$ cat src/rtl/mpc_types_pkg.sv
// Shared write-buffer types: per-entry lifecycle state and the depth ceiling.
package mpc_types;

    typedef enum logic [1:0] {
        FREE   = 2'd0,
        ALLOC  = 2'd1,
        FILLED = 2'd2
    } wbuf_state_e;

    localparam int WBUF_MAX_DEPTH = 64;

endpackage

$ cat src/rtl/wbuf_merge_entry.sv
// One write-buffer entry: lifecycle state, data register and byte-masked merge.
// merged_o is the current data with this cycle's beat applied. The top level
// uses it only when the read/last-beat bypass is enabled.
module wbuf_merge_entry
    import mpc_types::*;
#(
    parameter int DATA_W = 128
) (
    input  logic                clk,
    input  logic                rst_n,
    input  logic                alloc_i,
    input  logic                wr_en_i,
    input  logic                wr_last_i,
    input  logic [DATA_W-1:0]   wr_data_i,
    input  logic [DATA_W/8-1:0] wr_be_i,
    input  logic                rel_i,
    output logic                is_free_o,
    output logic                is_alloc_o,
    output logic                is_filled_o,
    output logic [DATA_W-1:0]   data_o,
    output logic [DATA_W-1:0]   merged_o
);
    localparam int BE_W = DATA_W / 8;

    wbuf_state_e       state_q, state_d;
    logic [DATA_W-1:0] data_q, data_d;

    function automatic logic [DATA_W-1:0] byte_merge(
        input logic [DATA_W-1:0] old_data,
        input logic [DATA_W-1:0] new_data,
        input logic [BE_W-1:0]   be
    );
        logic [DATA_W-1:0] r;
        r = old_data;
        for (int k = 0; k < BE_W; k++) begin
            if (be[k]) r[8*k +: 8] = new_data[8*k +: 8];
        end
        return r;
    endfunction

    assign merged_o    = byte_merge(data_q, wr_data_i, wr_be_i);
    assign data_o      = data_q;
    assign is_free_o   = (state_q == FREE);
    assign is_alloc_o  = (state_q == ALLOC);
    assign is_filled_o = (state_q == FILLED);

    // Next-state and data update; a release in ALLOC only occurs on the bypass path.
    always_comb begin
        state_d = state_q;
        data_d  = data_q;
        case (state_q)
            FREE: begin
                if (alloc_i) begin
                    state_d = ALLOC;
                    data_d  = '0;
                end
            end
            ALLOC: begin
                if (wr_en_i) begin
                    data_d = merged_o;
                    if (wr_last_i) state_d = FILLED;
                end
                if (rel_i) state_d = FREE;
            end
            FILLED: begin
                if (rel_i) state_d = FREE;
            end
            default: state_d = FREE;
        endcase
    end

    // State and data registers.
    always_ff @(posedge clk or negedge rst_n) begin
        if (!rst_n) begin
            state_q <= FREE;
            data_q  <= '0;
        end else begin
            state_q <= state_d;
            data_q  <= data_d;
        end
    end

endmodule

$ cat src/rtl/wbuf_merge_buffer.sv
// Write merge buffer: self-allocating entries, byte-masked beat merge and
// indexed reads with optional release.
// Optional feature macro: MPC_WBUF_BYPASS_EN. When it is defined, a read that
// coincides with the last beat of an ALLOC entry sees the merged data.
module wbuf_merge_buffer
    import mpc_types::*;
#(
    parameter  int DATA_W = 128,
    parameter  int DEPTH  = 8,
    localparam int ID_W   = $clog2(DEPTH)
) (
    input  logic                clk,
    input  logic                rst_n,
    input  logic                alloc_req,
    output logic                alloc_gnt,
    output logic [ID_W-1:0]     alloc_id,
    input  logic                wr_valid,
    input  logic [ID_W-1:0]     wr_id,
    input  logic [DATA_W-1:0]   wr_data,
    input  logic [DATA_W/8-1:0] wr_be,
    input  logic                wr_last,
    output logic                wr_err,
    input  logic                rd_valid,
    input  logic [ID_W-1:0]     rd_id,
    input  logic                rd_release,
    output logic                rsp_valid,
    output logic [DATA_W-1:0]   rsp_data,
    output logic                rsp_err,
    output logic                free_valid,
    output logic [ID_W-1:0]     free_id,
    output logic [ID_W:0]       count,
    output logic                full,
    output logic                empty
);
    localparam int CNT_W = ID_W + 1;

    if (DEPTH < 2 || DEPTH > WBUF_MAX_DEPTH) begin : g_bad_depth
        $error("wbuf_merge_buffer: DEPTH out of range");
    end

    logic [DEPTH-1:0]  is_free, is_alloc, is_filled;
    logic [DEPTH-1:0]  alloc_oh, ent_alloc, ent_wr, ent_rel, wr_sel, rd_sel;
    logic [DATA_W-1:0] ent_data   [DEPTH];
    logic [DATA_W-1:0] ent_merged [DEPTH];
    logic              wr_in_range, rd_in_range, wr_hit, rd_filled, byp_hit, rd_ok, rel;
    logic [DATA_W-1:0] rd_word;

    logic [CNT_W-1:0]  count_q, count_d;
    logic              rsp_valid_q, rsp_err_q, wr_err_q, free_valid_q;
    logic [DATA_W-1:0] rsp_data_q;
    logic [ID_W-1:0]   free_id_q;

    for (genvar g = 0; g < DEPTH; g++) begin : g_ent
        wbuf_merge_entry #(.DATA_W(DATA_W)) u_ent (
            .clk        (clk),
            .rst_n      (rst_n),
            .alloc_i    (ent_alloc[g]),
            .wr_en_i    (ent_wr[g]),
            .wr_last_i  (wr_last),
            .wr_data_i  (wr_data),
            .wr_be_i    (wr_be),
            .rel_i      (ent_rel[g]),
            .is_free_o  (is_free[g]),
            .is_alloc_o (is_alloc[g]),
            .is_filled_o(is_filled[g]),
            .data_o     (ent_data[g]),
            .merged_o   (ent_merged[g])
        );
    end

    assign full      = (count_q == CNT_W'(DEPTH));
    assign empty     = (count_q == '0);
    assign count     = count_q;
    assign alloc_gnt = alloc_req & ~full;
    assign ent_alloc = alloc_gnt ? alloc_oh : '0;

    // Lowest-index free entry; scanning downward leaves the lowest hit last.
    always_comb begin
        alloc_id = '0;
        alloc_oh = '0;
        for (int i = DEPTH - 1; i >= 0; i--) begin
            if (is_free[i]) begin
                alloc_id    = ID_W'(i);
                alloc_oh    = '0;
                alloc_oh[i] = 1'b1;
            end
        end
    end

    assign wr_in_range = ({1'b0, wr_id} < CNT_W'(DEPTH));
    assign rd_in_range = ({1'b0, rd_id} < CNT_W'(DEPTH));

    // One-hot decode of the write and read targets; out-of-range IDs select nothing.
    always_comb begin
        wr_sel = '0;
        rd_sel = '0;
        for (int i = 0; i < DEPTH; i++) begin
            wr_sel[i] = wr_in_range && (wr_id == ID_W'(i));
            rd_sel[i] = rd_in_range && (rd_id == ID_W'(i));
        end
    end

    assign wr_hit    = wr_valid & (|(wr_sel & is_alloc));
    assign ent_wr    = wr_valid ? (wr_sel & is_alloc) : '0;
    assign rd_filled = rd_valid & (|(rd_sel & is_filled));
`ifdef MPC_WBUF_BYPASS_EN
    assign byp_hit   = rd_valid & wr_valid & wr_last & (|(rd_sel & wr_sel & is_alloc));
`else
    assign byp_hit   = 1'b0;
`endif
    assign rd_ok     = rd_filled | byp_hit;
    assign rel       = rd_ok & rd_release;
    assign ent_rel   = rel ? rd_sel : '0;
    assign count_d   = count_q + CNT_W'(alloc_gnt) - CNT_W'(rel);

    // One-hot read mux; the bypass path picks the post-beat data.
    always_comb begin
        rd_word = '0;
        for (int i = 0; i < DEPTH; i++) begin
            if (rd_sel[i]) rd_word = rd_word | (byp_hit ? ent_merged[i] : ent_data[i]);
        end
    end

    // Occupancy count and the registered response / error / release pulses.
    always_ff @(posedge clk or negedge rst_n) begin
        if (!rst_n) begin
            count_q      <= '0;
            rsp_valid_q  <= 1'b0;
            rsp_err_q    <= 1'b0;
            rsp_data_q   <= '0;
            wr_err_q     <= 1'b0;
            free_valid_q <= 1'b0;
            free_id_q    <= '0;
        end else begin
            count_q      <= count_d;
            rsp_valid_q  <= rd_valid;
            rsp_err_q    <= rd_valid & ~rd_ok;
            rsp_data_q   <= rd_ok ? rd_word : '0;
            wr_err_q     <= wr_valid & ~wr_hit;
            free_valid_q <= rel;
            free_id_q    <= rel ? rd_id : '0;
        end
    end

    assign rsp_valid  = rsp_valid_q;
    assign rsp_err    = rsp_err_q;
    assign rsp_data   = rsp_data_q;
    assign wr_err     = wr_err_q;
    assign free_valid = free_valid_q;
    assign free_id    = free_id_q;

endmodule

$ cat config.mk
export PLATFORM = sky130hd
export DESIGN_NAME = wbuf_merge_buffer
export DESIGN_NICKNAME = d
export VERILOG_FILES = /design/src/rtl/mpc_types_pkg.sv /design/src/rtl/wbuf_merge_entry.sv /design/src/rtl/wbuf_merge_buffer.sv
export SDC_FILE = /design/constraint.sdc
export NUM_CORES = 2
export LEC_CHECK = 0
export CAP_MARGIN = 5
export CELL_PAD_IN_SITES_DETAIL_PLACEMENT = 0
export CELL_PAD_IN_SITES_GLOBAL_PLACEMENT = 2
export CORE_MARGIN = 1.5
export CORE_UTILIZATION = 41
export CTS_BUF_LIST = sky130_fd_sc_hd__clkbuf_2
export CTS_CLUSTER_DIAMETER = 100
export DETAILED_ROUTE_END_ITERATION = 10
export PLACE_DENSITY = 0.83
export SYNTH_ARGS = -nofsm -noshare
export SYNTH_HDL_FRONTEND = slang
export SYNTH_SLANG_ARGS = --single-unit
$ cat constraint.sdc
create_clock -name clk -period 3.6 [get_ports clk]
set_input_delay 0.54 -clock clk [delete_from_list [all_inputs] [get_ports clk]]
set_output_delay 0.54 -clock clk [all_outputs]
set_load 0.02 [all_outputs]
==> metrics <==
worst min-delay path class=input pin to flop; Placer Congestion=0.8164; number of port buffers=301; WP data required=3060 ps; first-pass detailed-route iteration total=6; CTS tree=built; multi-input logic area=23540 µm²; YS warnings=0; Post-synth EDFFs=0; Skew-Pair Late Insertion Delay=1750 ps; critical setup path kind=flop to output pin; fin crit share=98.75%; Setup crit end kind=output pin; number of global-route vias before repair=50919; Slew @ Worst Pin=1194 ps; max_slew headroom=20.41%; Synth Instances=5553; register area=29540 µm²; ys async rst share=100.0%; CTS Buf Count=339; CTS sink count=1179; CP Launch Type=flop; Die Wd=372.5 µm; Yosys cell types=64; min Tclk post-route=3555 ps; RSZ-0062 raised after global routing=true; DRC Markers=0; PD cells=678.6 nW/µm²; remaining antenna violation count after routing=0; placed insts=7225; CTS Buffer Depth=4; H-tree levels=5; GR Overflow Total=0; Peak Freq=281.3 MHz; Power Total=45.10 mW; Layout area overhead=18.76%; top_reg_cell synth=dfrtp_1; WHS=216.1 ps; post-route clock skew=176.4 ps; total global-route track usage=30.16%; Max VDD drop=642.4 µV; CP arrival=3020 ps; #FFs+latches synth=1179; initial antenna violation count=8; HPWL Detailed=114200 µm; CTS clk-pin slew, worst paths=100 ps; Site Rows=135; Non-Filler Instances=8049; status=completed; sequential element share of the synthesized area=52.72%; Fin. Hold Viols=0; nets=6196; Post-Route Setup TNS=0 ps; Post-Syn Area=55960 µm²; core box area=135500 µm²; Ports=302; Crit Path Max Fanout=4; Static Leak=28.39 nW; initial DRC count=5082; DR vias=51513; # setup viols final=0; Clock Root Buffer=clkbuf_2; full die area=138700 µm²; Initial Util=41.31%; Routed Wire Length=212100 µm; syn nets=5717; Syn Area/Cell=10.08 µm²; drt wl/cell=26.35 µm; Vias per Instance=6.400; first-pass GRT wire length=322200 µm; Die Span Y=372.5 µm; fraction of final layout cells sized beyond drive strength 1=12.90%; Final Max Tran Viols=0; reg2reg setup slack=110 ps; filler cell count=12612; max_cap viols=0; largest net degree at the start of global routing=173
==> cells in the mapped netlist, types with 3 or more instances <==
cell type	count	share of area, %
a21o_1	4	0.054
a21oi_1	31	0.28
a21oi_4	13	0.38
a221oi_1	128	2.0
a22o_1	756	12
a22oi_1	257	3.4
a31o_2	9	0.14
a31oi_1	136	1.5
a32oi_1	96	1.5
and3_1	21	0.23
buf_1	23	0.15
buf_2	59	0.53
buf_4	3	0.040
buf_6	9	0.18
clkbuf_1	492	3.3
clkbuf_2	4	0.036
clkinv_1	10	0.067
dfrtp_1	1179	53
ha_1	6	0.13
inv_1	192	1.3
nand2_1	548	3.7
nand2b_1	4	0.045
nand3_1	627	5.6
nand3b_1	6	0.080
nand4_1	242	2.7
nor2_1	65	0.44
nor2b_1	22	0.25
nor3_1	8	0.072
nor3b_1	12	0.16
o21ai_0	273	2.4
o21ai_1	32	0.29
o22ai_1	19	0.21
o2bb2ai_1	224	3.5
or2_2	3	0.034
==> power by group <==
| part | total (mW) | internal, mW | switching (mW) | leakage, nW |
|---|---|---|---|---|
| registers | 20.7 | 17.5 | 3.25 | 13.8 |
| clock network | 9.91 | 3.95 | 5.96 | 2.29 |
| logic | 14.5 | 6.23 | 8.25 | 12.3 |
| total | 45.1 | 27.6 | 17.5 | 28.4 |
==> final timing paths <==
check                      cells past startpoint                    endpoint                       from
max                                            6                 alloc_id[0]  g_ent[7].u_ent.state_q[0]
min                                            4    g_ent[1].u_ent.data_o[8]                 wr_data[8]
max reg2reg                                   12  g_ent[1].u_ent.data_o[111]                   count[2]
min reg2reg                                    2    g_ent[4].u_ent.data_o[4]   g_ent[4].u_ent.data_o[4]
max in group asynchronous                      6   g_ent[7].u_ent.data_o[96]                      rst_n
min in group asynchronous                      5  g_ent[4].u_ent.data_o[117]                      rst_n
==> sequential cells by signal, summed over array words and instances, names as in the netlist <==
signal	flops
wr_err	1
rsp_err	1
count	4
g_ent.u_ent.data_o	1024
g_ent.u_ent.state_q	16
rsp_data	128
rsp_valid	1
free_valid	1
free_id	3
==> cell families (layout without fill, tap and decap cells) <==
logic type	Yosys count	in the layout	synth area share (%)
adder cells (fa/ha/maj)	7	7	0.1699
flip-flops	1179	1179	52.72
AND/OR/NAND/NOR	1572	1572	13.49
buffers and inverters	793	1502	5.621
AO/OA/AOI/OAI	1998	1998	27.93
XOR/XNOR	2	2	0.03131
multiplexers	2	2	0.03801
other	0	6	0
==> stage by stage <==
stage / worst slack, ps / utilization (%) / area [µm²]
after global placement: 175.7 / 45.05 / 61030
after CTS: -230.5 / 49.00 / 66380
final: 44.92 / 49.06 / 66460
after detailed placement: 243.6 / 45.05 / 61030
after floorplan: 422.3 / - / 55960
after global routing: -166.4 / 49.05 / 66450
==> cells in the final DEF (no fill, tap or decap), types with 128 or more instances in the layout <==
master and n:
o2bb2ai_1 224, dlygate4sd3_1 233, a22o_1 756, clkdlybuf4s50_1 287, inv_1 192, o21ai_0 272, nand3_1 627, clkbuf_2 517
buf_4 139, nand4_1 242, a22oi_1 257, dfrtp_1 1166, a31oi_1 136, nand2_1 547, a221oi_1 128
==> per-layer routing <==
layer / part of all wire (%) / global-route usage [%]
met1: 44 / 42.55
met5: 0.033 / 0
met3: 8.5 / 6.631
met2: 45 / 45.75
met4: 2.7 / 10.23
==> layout make-up <==
cell class / instances / area share (%)
antenna: 6 / 0.02259
clock buffer: 517 / 3.893
clock inverter: 54 / 0.4292
inverter: 202 / 1.141
multi-input combinational: 3581 / 35.42
sequential: 1179 / 44.44
tap: 1781 / 3.353
timing repair buffer: 729 / 11.30
==> critical path, cell delays in order (launching register included) <==
cell	delay, ps
dfrtp_4	500
nor2_4	160
a21oi_2	70
nor2_2	140
o22ai_2	100
a21oi_2	200
buf_6	140
==> what timing repair did <==
| item | in CTS | in global routing |
|---|---|---|
| pin swaps | 7 | 5 |
| endpoints found under the hold margin | 2237 | 0 |
| gates resized for setup | 53 | 12 |
| buffers inserted | 10 | 2 |
| cloned | 0 | 1 |
| hold buffers | 234 | 0 |
| endpoints found under the setup margin | 12 | 5 |
Note: power is estimated with default switching activity, not from simulation.
